[config.mk]
export PLATFORM = sky130hd
export DESIGN_NAME = apb_xfer_sched
export DESIGN_NICKNAME = d
export VERILOG_FILES = /design/src/rtl/apb_xfer_sched.sv
export SDC_FILE = /design/constraint.sdc
export NUM_CORES = 1
export LEC_CHECK = 0
export ABC_AREA = 1
export BUFFER_PORTS_ARGS = -buffer_cell sky130_fd_sc_hd__buf_2
export CAP_MARGIN = 20
export CORE_MARGIN = 2
export CORE_UTILIZATION = 43
export DETAILED_ROUTE_END_ITERATION = 7
export HOLD_SLACK_MARGIN = 0.08
export PLACE_DENSITY = 0.77
export SYNTH_ARGS = -nofsm -noshare
export SYNTH_HDL_FRONTEND = slang
export SYNTH_SLANG_ARGS = --single-unit
[constraint.sdc]
create_clock -name ACLK_i -period 2.05 [get_ports ACLK_i]
set_clock_uncertainty 0.15 [all_clocks]
set_input_delay 0.615 -clock ACLK_i [delete_from_list [all_inputs] [get_ports ACLK_i]]
set_output_delay 0.615 -clock ACLK_i [all_outputs]
set_load 0.05 [all_outputs]
[src/rtl/apb_xfer_sched.sv]
// Write/read command scheduler for the AXI-to-APB bridge: round-robin grant,
// APB SETUP/ACCESS sequencing with PREADY timeout, one response per command.
module apb_xfer_sched #(
  parameter int unsigned ID_NUM      = 4,
  parameter int unsigned ADDR_W      = 12,
  parameter int unsigned DATA_W      = 32,
  parameter int unsigned TIMEOUT_CYC = 16
) (
  input  logic                            ACLK_i,
  input  logic                            ARESET_i,
  input  logic                            wr_vld_i,
  output logic                            wr_rdy_o,
  input  logic [ID_NUM+ADDR_W+DATA_W-1:0] wr_payload_i,
  input  logic                            rd_vld_i,
  output logic                            rd_rdy_o,
  input  logic [ID_NUM+ADDR_W-1:0]        rd_payload_i,
  output logic                            bresp_vld_o,
  input  logic                            bresp_rdy_i,
  output logic [ID_NUM:0]                 bresp_o,
  output logic                            rresp_vld_o,
  input  logic                            rresp_rdy_i,
  output logic [ID_NUM+DATA_W:0]          rresp_o,
  output logic                            PSEL_o,
  output logic                            PENABLE_o,
  output logic                            PWRITE_o,
  output logic [ADDR_W-1:0]               PADDR_o,
  output logic [DATA_W-1:0]               PWDATA_o,
  input  logic [DATA_W-1:0]               PRDATA_i,
  input  logic                            PREADY_i,
  input  logic                            PSLVERR_i
);

  localparam int unsigned CNT_W = (TIMEOUT_CYC > 1) ? $clog2(TIMEOUT_CYC) : 1;
  localparam logic [CNT_W-1:0] CNT_LAST =
    CNT_W'((TIMEOUT_CYC > 0) ? TIMEOUT_CYC - 1 : 0);
  localparam logic [ADDR_W-1:0] WORD_MASK = ~ADDR_W'(3);

  typedef enum logic [1:0] {
    S_IDLE,
    S_SETUP,
    S_ACCESS,
    S_RESP
  } state_t;

  state_t              state_q, state_d;
  logic                ptr_wr_q;
  logic [CNT_W-1:0]    cnt_q;
  logic                lat_write_q;
  logic [ID_NUM-1:0]   lat_id_q;
  logic [ADDR_W-1:0]   lat_addr_q;
  logic [DATA_W-1:0]   lat_wdata_q;
  logic                rsp_slverr_q;
  logic [DATA_W-1:0]   rsp_rdata_q;

  logic                grant_wr, grant_rd;
  logic                timeout_hit;
  logic                resp_accept;
  logic                apb_active;

  logic [ID_NUM-1:0]   wr_id, rd_id;
  logic [ADDR_W-1:0]   wr_addr, rd_addr;
  logic [DATA_W-1:0]   wr_data;

  assign {wr_id, wr_addr, wr_data} = wr_payload_i;
  assign {rd_id, rd_addr}          = rd_payload_i;

  assign timeout_hit = (TIMEOUT_CYC != 0) && !PREADY_i && (cnt_q == CNT_LAST);
  assign resp_accept = lat_write_q ? bresp_rdy_i : rresp_rdy_i;

  // Grants are suppressed while reset is asserted so no pop escapes during reset.
  always_comb begin
    state_d  = state_q;
    grant_wr = 1'b0;
    grant_rd = 1'b0;
    case (state_q)
      S_IDLE: begin
        if (!ARESET_i) begin
          grant_wr = wr_vld_i && (ptr_wr_q || !rd_vld_i);
          grant_rd = rd_vld_i && !grant_wr;
          if (grant_wr || grant_rd) state_d = S_SETUP;
        end
      end
      S_SETUP:  state_d = S_ACCESS;
      S_ACCESS: if (PREADY_i || timeout_hit) state_d = S_RESP;
      S_RESP:   if (resp_accept) state_d = S_IDLE;
      default:  state_d = S_IDLE;
    endcase
  end

  always_ff @(posedge ACLK_i) begin
    if (ARESET_i) begin
      state_q      <= S_IDLE;
      ptr_wr_q     <= 1'b1;
      cnt_q        <= '0;
      lat_write_q  <= 1'b0;
      lat_id_q     <= '0;
      lat_addr_q   <= '0;
      lat_wdata_q  <= '0;
      rsp_slverr_q <= 1'b0;
      rsp_rdata_q  <= '0;
    end else begin
      state_q <= state_d;

      if (grant_wr || grant_rd) begin
        ptr_wr_q    <= grant_rd;
        lat_write_q <= grant_wr;
        if (grant_wr) begin
          lat_id_q    <= wr_id;
          lat_addr_q  <= wr_addr & WORD_MASK;
          lat_wdata_q <= wr_data;
        end else begin
          lat_id_q    <= rd_id;
          lat_addr_q  <= rd_addr & WORD_MASK;
          lat_wdata_q <= '0;
        end
      end

      if (state_q == S_ACCESS) begin
        cnt_q <= cnt_q + 1'b1;
        if (PREADY_i) begin
          rsp_slverr_q <= PSLVERR_i;
          rsp_rdata_q  <= lat_write_q ? '0 : PRDATA_i;
        end else if (timeout_hit) begin
          rsp_slverr_q <= 1'b1;
          rsp_rdata_q  <= '0;
        end
      end else begin
        cnt_q <= '0;
      end
    end
  end

  assign apb_active = (state_q == S_SETUP) || (state_q == S_ACCESS);

  assign wr_rdy_o  = grant_wr;
  assign rd_rdy_o  = grant_rd;

  assign PSEL_o    = apb_active;
  assign PENABLE_o = (state_q == S_ACCESS);
  assign PWRITE_o  = apb_active && lat_write_q;
  assign PADDR_o   = apb_active ? lat_addr_q  : '0;
  assign PWDATA_o  = apb_active ? lat_wdata_q : '0;

  assign bresp_vld_o = (state_q == S_RESP) &&  lat_write_q;
  assign rresp_vld_o = (state_q == S_RESP) && !lat_write_q;
  assign bresp_o     = bresp_vld_o ? {lat_id_q, rsp_slverr_q} : '0;
  assign rresp_o     = rresp_vld_o ? {lat_id_q, rsp_rdata_q, rsp_slverr_q} : '0;

endmodule

### After elaboration in Yosys (flattened, before gate mapping)

Index checks and enable logic that the tools add are counted.

| storage, ports and cells | value |
|---|---|
| logic and storage cells | 59 |
| latch bits | 0 |
| bits in registers | 89 |
| bits in read-only memories | 0 |
| output and inout port bits | 93 |
| memories kept | 0 |
| input bits | 104 |
| memory bits (writable) | 0 |

| cells by class | value |
|---|---|
| order comparisons | 0 |
| reductions and logical operators | 20 |
| add/sub/neg operators | 1 |
| $mul | 0 |
| muxes and demuxes | 21 |
| shift-type cells | 0 |
| equality and inequality tests | 7 |
| div/mod/pow operators | 0 |
| bitwise operators | 1 |

Operator list:

| cell | count |
|---|---|
| two-way mux 32 bit | 5 |
| two-way mux 37 bit | 1 |
| two-way mux 12 bit | 2 |
| case mux 2 bit (4 select lines) | 1 |
| two-way mux 1 bit | 7 |
| logical AND 1 bit | 6 |
| two-way mux 2 bit | 3 |
| logical OR 1 bit | 5 |
| two-way mux 5 bit | 1 |
| adder 4 x 1 -> 4 bit (second input constant) | 1 |
| equality test 2 bit (second input constant) | 2 |
| equality test 4 bit (second input constant) | 1 |
| zero test 1 bit | 4 |
| two-way mux 4 bit | 1 |
| inequality test 2 bit (second input constant) | 2 |
| AND reduction 3 bit | 1 |
| equality test 2 x 1 -> 1 bit (second input constant) | 1 |
| zero test 2 bit | 1 |
| inequality test 2 x 1 -> 1 bit (second input constant) | 1 |
| AND reduction 2 bit | 1 |
| nonzero test 2 bit | 1 |
| OR reduction 2 bit | 1 |
| NOT 1 bit | 1 |

### Longest topological paths before layout

Gate-level depths: netlist (run 1).

| logic depth | value |
|---|---|
| word-level depth | 8 |
| mapped depth | 9 |
| mapped depth without buffers | 8 |

### Worst setup path before layout (run 1)

Ideal clock, no wire load.

| path | value |
|---|---|
| path type | register to output |
| start point | reg state_q[1] |
| end point | out PWDATA_o[10] |
| arrival time | 1.888 ns |
| stages on the path, launching flop included | 7 |
| path buffers | 2 |
| required time | 1.285 ns |
| setup slack | -0.603 ns |
| path through | dfxtp_1 -> inv_1 -> ha_1 -> clkbuf_1 -> clkbuf_1 -> nand2_1 -> inv_1 |

| on the way | value |
|---|---|
| cells in the longest elaborated chain, start to end | 3 |
| elaborated cells between the ends (all ways) | 4 |
| those cells by class | 2 x eq/ne; 1 x mux; 1 x reduce/logical |

Ends and longest elaborated chain:

| element | RTL line | text |
|---|---|---|
| start, declared | 45 | `state_t state_q, state_d;` |
| start signal, assigned | 102 | `state_q <= state_d;` |
| equality test 2 x 1 -> 1 bit or equality test 2 bit (tied branches) | 133 | `assign apb_active = (state_q == S_SETUP) \|\| (state_q == S_ACCESS);` |
| logical OR 1 bit (*) | 133 |  |
| via PSEL_o | 23 | `output logic PSEL_o,` |
| two-way mux 32 bit (*) | 142 | `assign PWDATA_o = apb_active ? lat_wdata_q : '0;` |
| end, declared | 27 | `output logic [DATA_W-1:0] PWDATA_o,` |

The timed path passes the listed nets; every way through them passes the cells marked *.

### Worst setup path after layout (run 1)

| path | value |
|---|---|
| start point | reg state_q[1] |
| end point | out rresp_o[8] |

| on the way | value |
|---|---|
| cells in the longest elaborated chain, start to end | 3 |

Ends and longest elaborated chain:

| element | RTL line | text |
|---|---|---|
| equality test 2 bit | 145 | `assign rresp_vld_o = (state_q == S_RESP) && !lat_write_q;` |
| logical AND 1 bit | 145 |  |
| two-way mux 37 bit | 147 | `assign rresp_o = rresp_vld_o ? {lat_id_q, rsp_rdata_q, rsp_slverr_q} : '0;` |
| end, declared | 22 | `output logic [ID_NUM+DATA_W:0] rresp_o,` |

No other way between the ends.

==> qor.yml, run 1 <==
cts:
  clockBufferDepth: 2
  insertion_delay_ps: 350
  numCtsBuffers: 9
  cts_max_level: 3
  root_buffer: "clkbuf_8"
  cts_hold_buf: 0
  clock-sinks: 87
  cts_tree: "done"
  clkTransAtPathRegs_ps: 80
synth:
  syn_area_per_cell_um2: 6.69
  synth_top_area_share_pct: 39.9
  synth_area_mm2: 0.00437
  synth_flop_cell: "dfxtp_1"
  yosys.area.top_type: "dfxtp_1"
  synth_edf_count: 0
  ys_ff_latch: 87
  synth_seq_area_share_pct: 39.9
  yosysMostFrequentCell: "inv_1"
  synth_area_leaders: "dfxtp_1, inv_1, a21oi_1, nand2_1, nor2_1"
  netlist_top_cells_count: "inv_1, nand2_1, dfxtp_1, nor2_1, a21oi_1"
  yosysWarnings: 0
  ys_types: 27
  synthArstFlopShare_pct: 0
  synthCells: 653
die:
  io_pins: 197
  die-width_um: 105
  row_count: 36
  start_util_pct: 44.5
  die_y_um: 105
  core_mm2: 0.00982
  die_area_mm2: 0.0110
worst_setup_path:
  cp-start-kind: "flip-flop"
  r2r-start: "state_q[1]$_SDFFE_PP0P_"
  cp_top_family: "buffers and inverters"
  worstSetupEndpointType: "output port"
  critPathArrivalTime_ps: 1630
  crit_buf_inv: 3
  timing.rr.end: "lat_id_q[0]$_SDFFE_PP0P_"
  max_stage_delay_ps: 350
  crit_path_top_delay_cell: "dfxtp_2"
  ff2ff_path_depth: 10
  required_ps: 1280
  path_cells: "buf_4, ha_4, nand2_8, buf_16, nor2_2, buf_6"
  reg2reg_slack_ps: 150
  worstPathMaxFanout: 7
  path_class: "flip-flop to output port"
detailed_routing:
  initialDrtViolationCount: 207
  ant_nets: 0
  vias_per_cell: 4.98
  vias: 4950
  drcViolationCount: 0
  post_drt_wl_per_cell_um: 15.0
  drtPass1Iterations: 4
  wl_mm: 14.9
timing:
  hold_ws_ps: 302
  period_needed_ps: 2400
  maxSlewViolCount: 0
  setup_slack_ps: -349
  hold_viol: 0
  final-setup-viol-count: 90
  fmax_ghz: 0.417
  rsz0062_at_grt: "yes"
  period_share_pct: 117
power_and_ir_drop:
  ir_drop_v: 0.000652
  power_density_mw_per_mm2: 1130
  leakage_uw: 0.00346
run:
  max_cap_violations: 0
run_status:
  violations: "setup timing"
  status: "finished with violations"
worst_hold_path:
  min_from: "cnt_q[0]$_SDFF_PP0_"
  whs_path_depth: 1
  whs_endpoint: "cnt_q[0]$_SDFF_PP0_"
  hold_path_class: "flip-flop to flip-flop"
place:
  gp_congestion: 0.801
  post_dp_cell_area_mm2: 0.00605
  io_buffers: 190
  dpl.hpwl_mm: 8.43
global_route:
  grt_max_degree: 66
  grt_usage_pct: 25.4
  first_global_vias: 4770
  grt_pass1_wl_mm: 22.7
  antenna_found_initial: 0
  grt-ovfl-total: 0
finish:
  area_delta_synth_final_pct: 76.1
  final_nets: 964
  nFillCells: 650
  antennaDiodeCount: 0
  drive_gt1_share_pct: 48.8
  fin_area_mm2: 0.00769
## stage by stage
step                      cells  setup WS [ps]  power [µW]  utilization, %  setup TNS (ps)
after global placement      954          -54.8        5420            61.6            -410
after CTS                   990           -349        8370            76.3          -26650
final                       994           -349        8690            78.3          -26290
after floorplan             654           -128        5110               -           -5780
after detailed placement    954          -87.2        5480            61.6            -474
after global routing        994           -417        9090            78.3          -32620
## where the power goes
part	total, µW	internal (µW)	switching, µW
logic	5090	2240	2850
registers	2180	1980	197
clock network	1420	822	602
total	8690	5040	3650
## layout by cell type, fill, tap and decap left out, drive strengths merged, types with 2 or more instances in the layout
cell type  Yosys  layout
buf           24     234
nor2         108     108
nand2         92      92
dfxtp         87      87
inv          126      86
a21oi         69      69
nand3         53      53
clkinvlp       0      41
o21ai         34      34
nand3b        28      28
clkbuf        21      16
ha             4       4
conb           1       2
bufinv         0       2
## final cells by class
cell class / instances / area, µm² / share of cell area (%)
timing repair buffer: 236 / 2300 / 29.9
clock inverter: 2 / 60.1 / 0.781
sequential: 87 / 1750 / 22.7
tap: 133 / 166 / 2.16
clock buffer: 14 / 183 / 2.38
multi-input combinational: 394 / 2590 / 33.7
inverter: 128 / 644 / 8.38
## registers in the layout, indices dropped and copies added (netlist names)
signal	count
ptr_wr_q	1
lat_addr_q	10
lat_id_q	4
cnt_q	4
rsp_rdata_q	32
state_q	2
lat_wdata_q	32
lat_write_q	1
rsp_slverr_q	1
## worst register-to-register path, delay by kind of cell, from the launching register on
kind,cells,cell delay [ps]
flops,1,350
buf+inv,4,540
fa+ha+maj,1,170
simple gates,5,600
## logic make-up after synthesis
kind of cell	count (synthesis)	synth area share, %
fa+ha+maj	4	1.15
flops	87	39.9
compound gates	104	12.3
simple gates	283	30.2
xor+xnor	1	0.201
other cells	1	0.0859
buf+inv	173	16.1
## layer usage
metal  routed length, µm  track usage [%]  up-vias
met3                 894             5.12       28
met1                5790             29.5     2344
met4                 346             9.52        0
met5                   0                0        -
met2                7870             45.9      182
li1                    -                -     2396
## timing repair
item                                    CTS  global route
gates cloned                              8             2
setup buffers                            12             5
resized for setup                       268            44
pin swaps                                 8             9
endpoints found under the setup margin   91            91
## worst max path at each step
stage	depth (start not counted)	to	startpoint	slack, ps
final	6	rresp_o[8]	state_q[1]$_SDFFE_PP0P_	-350
after global routing	6	rresp_o[2]	state_q[1]$_SDFFE_PP0P_	-420
after CTS	7	PWDATA_o[31]	state_q[0]$_SDFFE_PP0P_	-350
after detailed placement	6	wr_rdy_o	wr_vld_i	-90
after global placement	6	wr_rdy_o	wr_vld_i	-50
after floorplan	4	rresp_o[10]	state_q[1]$_SDFFE_PP0P_	-130
No activity file was read; power rests on OpenSTA's default activity.
==> run 2, diff against run 1 <==
Settings changed: ABC_AREA 1 to default, CORE_MARGIN 2 to default, CORE_UTILIZATION 43 to 42, PLACE_DENSITY 0.77 to 0.76.
==> run 2 against run 1 <==
Compared with the run above:
- the run still ends with setup timing left
- sequential power shrank 5%
- core utilization shrank 7.1 points
- hold slack gained 1.1 ps
- combinational power fell by 29%
- flip-flop and latch count is the same
- cell count decreased by 16%
- critical path depth fell by 1
- largest cell class unchanged
==> qor.yml, run 2 <==
detailed_routing:
  vias_per_cell: 5.63
  initialDrtViolationCount: 223
  drcViolationCount: 0
  post_drt_wl_per_cell_um: 17.8
  wl_mm: 14.9
  ant_nets: 0
  vias: 4693
  drtPass1Iterations: 5
power_and_ir_drop:
  p_total_uw: 6870
  leakage_uw: 0.00288
  ir_drop_v: 0.000820
  power_density_mw_per_mm2: 982
die:
  core_mm2: 0.00982
  start_util_pct: 43.4
  die_area_mm2: 0.0106
  io_pins: 197
  row_count: 36
  die-width_um: 103
  die_y_um: 103
timing:
  hold_ws_ps: 303
  rsz0062_at_grt: "yes"
  fmax_ghz: 0.423
  maxSlewViolCount: 0
  period_needed_ps: 2370
  period_share_pct: 115
  final-setup-viol-count: 90
  setup_slack_ps: -316
  hold_viol: 0
  relSlewSlack_pct: 64.1
  worst_slew_pin_slew_ps: 539
global_route:
  grt_usage_pct: 24.9
  grt_pass1_wl_mm: 20.7
  antenna_found_initial: 0
  grt_max_degree: 51
  grt-ovfl-total: 0
  first_global_vias: 4332
synth:
  synth_top_area_share_pct: 40.8
  synth_edf_count: 0
  synth_area_mm2: 0.00426
  ys_ff_latch: 87
  synthCells: 511
  synth_seq_area_share_pct: 40.8
  synth_flop_cell: "dfxtp_1"
  synth_area_leaders: "dfxtp_1, and2_1, a21oi_1, nand4b_1, nand4_1"
  yosysWarnings: 0
  yosys.area.top_type: "dfxtp_1"
  synthArstFlopShare_pct: 0
  ys_types: 37
  syn_area_per_cell_um2: 8.34
  netlist_top_cells_count: "dfxtp_1, and2_1, a21oi_1, o21ai_0, o21ai_1"
  yosysMostFrequentCell: "dfxtp_1"
worst_setup_path:
  cp-start-kind: "flip-flop"
  reg2reg_slack_ps: 150
  cp-startpoint: "state_q[0]$_SDFFE_PP0P_"
  path_class: "flip-flop to output port"
  timing.rr.end: "lat_addr_q[9]$_SDFFE_PP0P_"
  endpoint: "PWDATA_o[6]"
  critPathArrivalTime_ps: 1600
  r2r-start: "state_q[1]$_SDFFE_PP0P_"
  worstSetupEndpointType: "output port"
  ff2ff_path_depth: 6
  required_ps: 1280
  worstPathMaxFanout: 8
finish:
  layout_common_cells: "buf_2, dfxtp_1, buf_8"
  fin_area_mm2: 0.00699
  area_delta_synth_final_pct: 63.9
  final_common_cell: "buf_2"
  nFillCells: 738
  reg_top3: "lat_wdata_q: 32 flops, rsp_rdata_q: 32 flops, lat_addr_q: 10 flops"
  final_nets: 806
  drive_gt1_share_pct: 49.9
  antennaDiodeCount: 0
  utilization_pct: 71.2
cts:
  clock-sinks: 87
  insertion_delay_ps: 340
  root_buffer: "clkbuf_8"
  cts_tree: "done"
  cts_max_level: 3
  clockBufferDepth: 2
  numCtsBuffers: 9
  cts_hold_buf: 0
  clkTransAtPathRegs_ps: 80
run_status:
  violations: "setup timing"
  status: "finished with violations"
place:
  gp_congestion: 0.748
  dp_slack_ps: -99.8
  dpl.hpwl_mm: 8.53
  io_buffers: 190
  post_dp_cell_area_mm2: 0.00559
run:
  max_cap_violations: 0
worst_hold_path:
  hold_path_class: "flip-flop to flip-flop"
  min_from: "cnt_q[0]$_SDFF_PP0_"
  whs_path_depth: 1
==> run 2: cell type report <==
type                            instances  area, µm²  share of cell area, %
Clock buffer                           11        141                   2.02
Clock inverter                          3       43.8                  0.627
Sequential cell                        87       1750                   25.0
Inverter                               20       85.1                   1.22
Multi-Input combinational cell        347       2500                   35.8
Timing Repair Buffer                  233       2300                   33.0
Tap cell                              133        166                   2.38
==> run 2: repair_timing <==
action	CTS	global route
buffers inserted	6	7
endpoints found under the setup margin	91	92
gates resized for setup	242	104
pin swaps	2	26
gates cloned	3	3
==> run 2: layer usage <==
metal / vias to the layer above / wire length [µm] / global-route usage, %
li1: 2195 / - / -
met2: 224 / 7910 / 44.9
met1: 2249 / 5610 / 29.4
met3: 25 / 1130 / 5.42
met5: - / 0 / 0
met4: 0 / 204 / 7.69
==> run 2: power by group <==
| group | leakage [µW] | switching [µW] | total, µW | internal (µW) |
|---|---|---|---|---|
| registers | 0.000710 | 156 | 2080 | 1930 |
| clock network | 0.0000957 | 587 | 1170 | 587 |
| logic | 0.00207 | 1960 | 3610 | 1650 |
==> run 2: worst min-delay path by stage <==
stage                          end
3_5_place_dp   cnt_q[0]$_SDFF_PP0_
2_1_floorplan  cnt_q[0]$_SDFF_PP0_
3_3_place_gp   cnt_q[0]$_SDFF_PP0_
4_1_cts        cnt_q[0]$_SDFF_PP0_
5_1_grt        cnt_q[0]$_SDFF_PP0_
6_report       cnt_q[0]$_SDFF_PP0_
==> run 2: critical path, stage by stage, from the launching register on <==
cell	delay, ps
dfxtp_4	390
inv_4	40
ha_4	360
clkbuf_16	180
and2_4	150
buf_8	140
==> run 2: cells by family after synthesis <==
kind of cell,count (synthesis),synth area share [%]
XOR/XNOR,2,0.411
other,1,0.0879
adder cells (fa/ha/maj),4,1.17
multiplexers,2,0.470
flip-flops,87,40.8
AO/OA/AOI/OAI,166,22.8
AND/OR/NAND/NOR,171,26.4
buffers and inverters,78,7.83
==> run 2: per-stage QoR <==
stage	instances	setup TNS, ps
global placement	806	-1180
global route	834	-29740
detailed placement	806	-1870
floorplan	512	-3200
finish	834	-24330
CTS	829	-26970
==> run 3, diff against run 2 <==
==> constraint.sdc (replaced) <==
create_clock -name ACLK_i -period 2.05 [get_ports ACLK_i]
set_clock_uncertainty 0.15 [all_clocks]
set_input_delay 0 -clock ACLK_i [delete_from_list [all_inputs] [get_ports ACLK_i]]
set_output_delay 0 -clock ACLK_i [all_outputs]
set_load 0.05 [all_outputs]
==> run 3 against run 2 <==
Compared with the run above:
- the flow now finishes without violations
- register-to-register slack lost 40 ps
- hold slack got worse by 140 ps
- core utilization fell by 4.7 points
- routed wire length decreased by 1.2%
- clock power up 13%
- via count increased by 6.2%
- fmax grew 19%
- critical endpoint is now PWDATA_o[8]
- largest cell class unchanged
==> qor.yml, run 3 (same netlist as run 2, synthesis figures left out) <==
run_status:
  status: "finished, final reports clean"
worst_setup_path:
  cp-start-kind: "flip-flop"
  critPathArrivalTime_ps: 1840
  crit_path_top_delay_cell: "dfxtp_1"
  worstPathMaxFanout: 43
  required_ps: 1900
  ff2ff_path_depth: 4
  path_class: "flip-flop to output port"
  worstSetupEndpointType: "output port"
  path_cells: "inv_1, ha_1, buf_12, and2_1, buf_2"
  max_stage_delay_ps: 410
cts:
  numCtsBuffers: 9
  clkTransAtPathRegs_ps: 80
  cts_max_level: 3
  clockBufferDepth: 2
  cts_setup_buffers: 0
  insertion_delay_ps: 350
  clock-sinks: 87
  root_buffer: "clkbuf_8"
  cts_tree: "done"
worst_hold_path:
  hold_path_class: "input pin to flip-flop"
  whs_path_depth: 4
timing:
  hold_viol: 0
  maxSlewViolCount: 0
  period_share_pct: 96.9
  period_needed_ps: 1990
  rsz0062_at_grt: "no"
  final-setup-viol-count: 0
  setup_slack_ps: 62.7
  fmax_ghz: 0.503
  fin_setup_tns_ps: 0
die:
  io_pins: 197
  die_y_um: 103
  die-width_um: 103
  core_mm2: 0.00982
  start_util_pct: 43.4
  row_count: 36
  die_area_mm2: 0.0106
finish:
  layout_common_cells: "buf_2, dlygate4sd3_1, dfxtp_1"
  nFillCells: 836
  final_common_cell: "buf_2"
  reg_top3: "lat_wdata_q: 32 flops, rsp_rdata_q: 32 flops, lat_addr_q: 10 flops"
  area_delta_synth_final_pct: 53.1
  final_nets: 880
  fin_area_mm2: 0.00653
  drive_gt1_share_pct: 30.2
  antennaDiodeCount: 0
  utilization_pct: 66.5
global_route:
  first_global_vias: 4697
  grt_max_degree: 44
  grt_pass1_wl_mm: 22.0
  antenna_found_initial: 0
  grt-ovfl-total: 0
  grt_usage_pct: 26.7
place:
  io_buffers: 190
  dpl.hpwl_mm: 8.50
  dp_slack_ps: 290
  gp_congestion: 0.756
  post_dp_cell_area_mm2: 0.00531
detailed_routing:
  ant_nets: 0
  wl_mm: 14.7
  post_drt_wl_per_cell_um: 16.2
  drtPass1Iterations: 5
  drcViolationCount: 0
  vias: 4985
  vias_per_cell: 5.48
  initialDrtViolationCount: 168
power_and_ir_drop:
  power_density_mw_per_mm2: 903
  p_total_uw: 5890
  leakage_uw: 0.00289
  ir_drop_v: 0.000649
run:
  max_cap_violations: 0
run 3: metal layers:
layer,share of wire [%],vias to the layer above,track usage [%]
li1,-,2347,-
met1,39,2326,31.2
met2,51,266,47.0
met3,7.1,46,5.08
met4,2.8,0,12.9
met5,0,-,0
run 3: area by class of cell:
class	instances	area (µm²)	area share, %
multi-input cells	347	2210	33.8
repair buffers	307	2120	32.4
flip-flops and latches	87	1740	26.7
well taps	133	166	2.55
clock buffers	10	138	2.11
clock inverters	5	82.6	1.26
inverters	20	75.1	1.15
run 3: worst paths after layout:
check	startpoint	endpoint	slack [ps]
max	state_q[1]$_SDFFE_PP0P_	PWDATA_o[8]	60
min	rresp_rdy_i	state_q[0]$_SDFFE_PP0P_	160
max reg2reg	ptr_wr_q$_SDFFE_PP1P_	lat_id_q[1]$_SDFFE_PP0P_	110
min reg2reg	cnt_q[0]$_SDFF_PP0_	cnt_q[0]$_SDFF_PP0_	300
run 3: power by group:
part / switching, µW / internal [µW] / total (µW)
Combinational: 1650 / 874 / 2520
Clock: 601 / 716 / 1320
Sequential: 139 / 1920 / 2060
run 3: critical path: cells and delay by family, from the launching register on:
| kind | cells | cell delay (ps) |
|---|---|---|
| adders and majority gates | 1 | 350 |
| buffers and inverters | 3 | 540 |
| DFF | 1 | 410 |
| and+or+nand+nor | 1 | 180 |
run 3: per-stage QoR:
| stage | hold WS (ps) | instances |
|---|---|---|
| after global placement | 111 | 797 |
| after detailed placement | 115 | 797 |
| after floorplan | 14.9 | 512 |
| final | 160 | 909 |
| after CTS | 161 | 909 |
| after global routing | 161 | 909 |
run 3: repair_timing:
item,CTS,global route
hold endpoints to repair,80,0
resized for setup,0,10
setup endpoints to repair,0,30
hold buffers,97,0
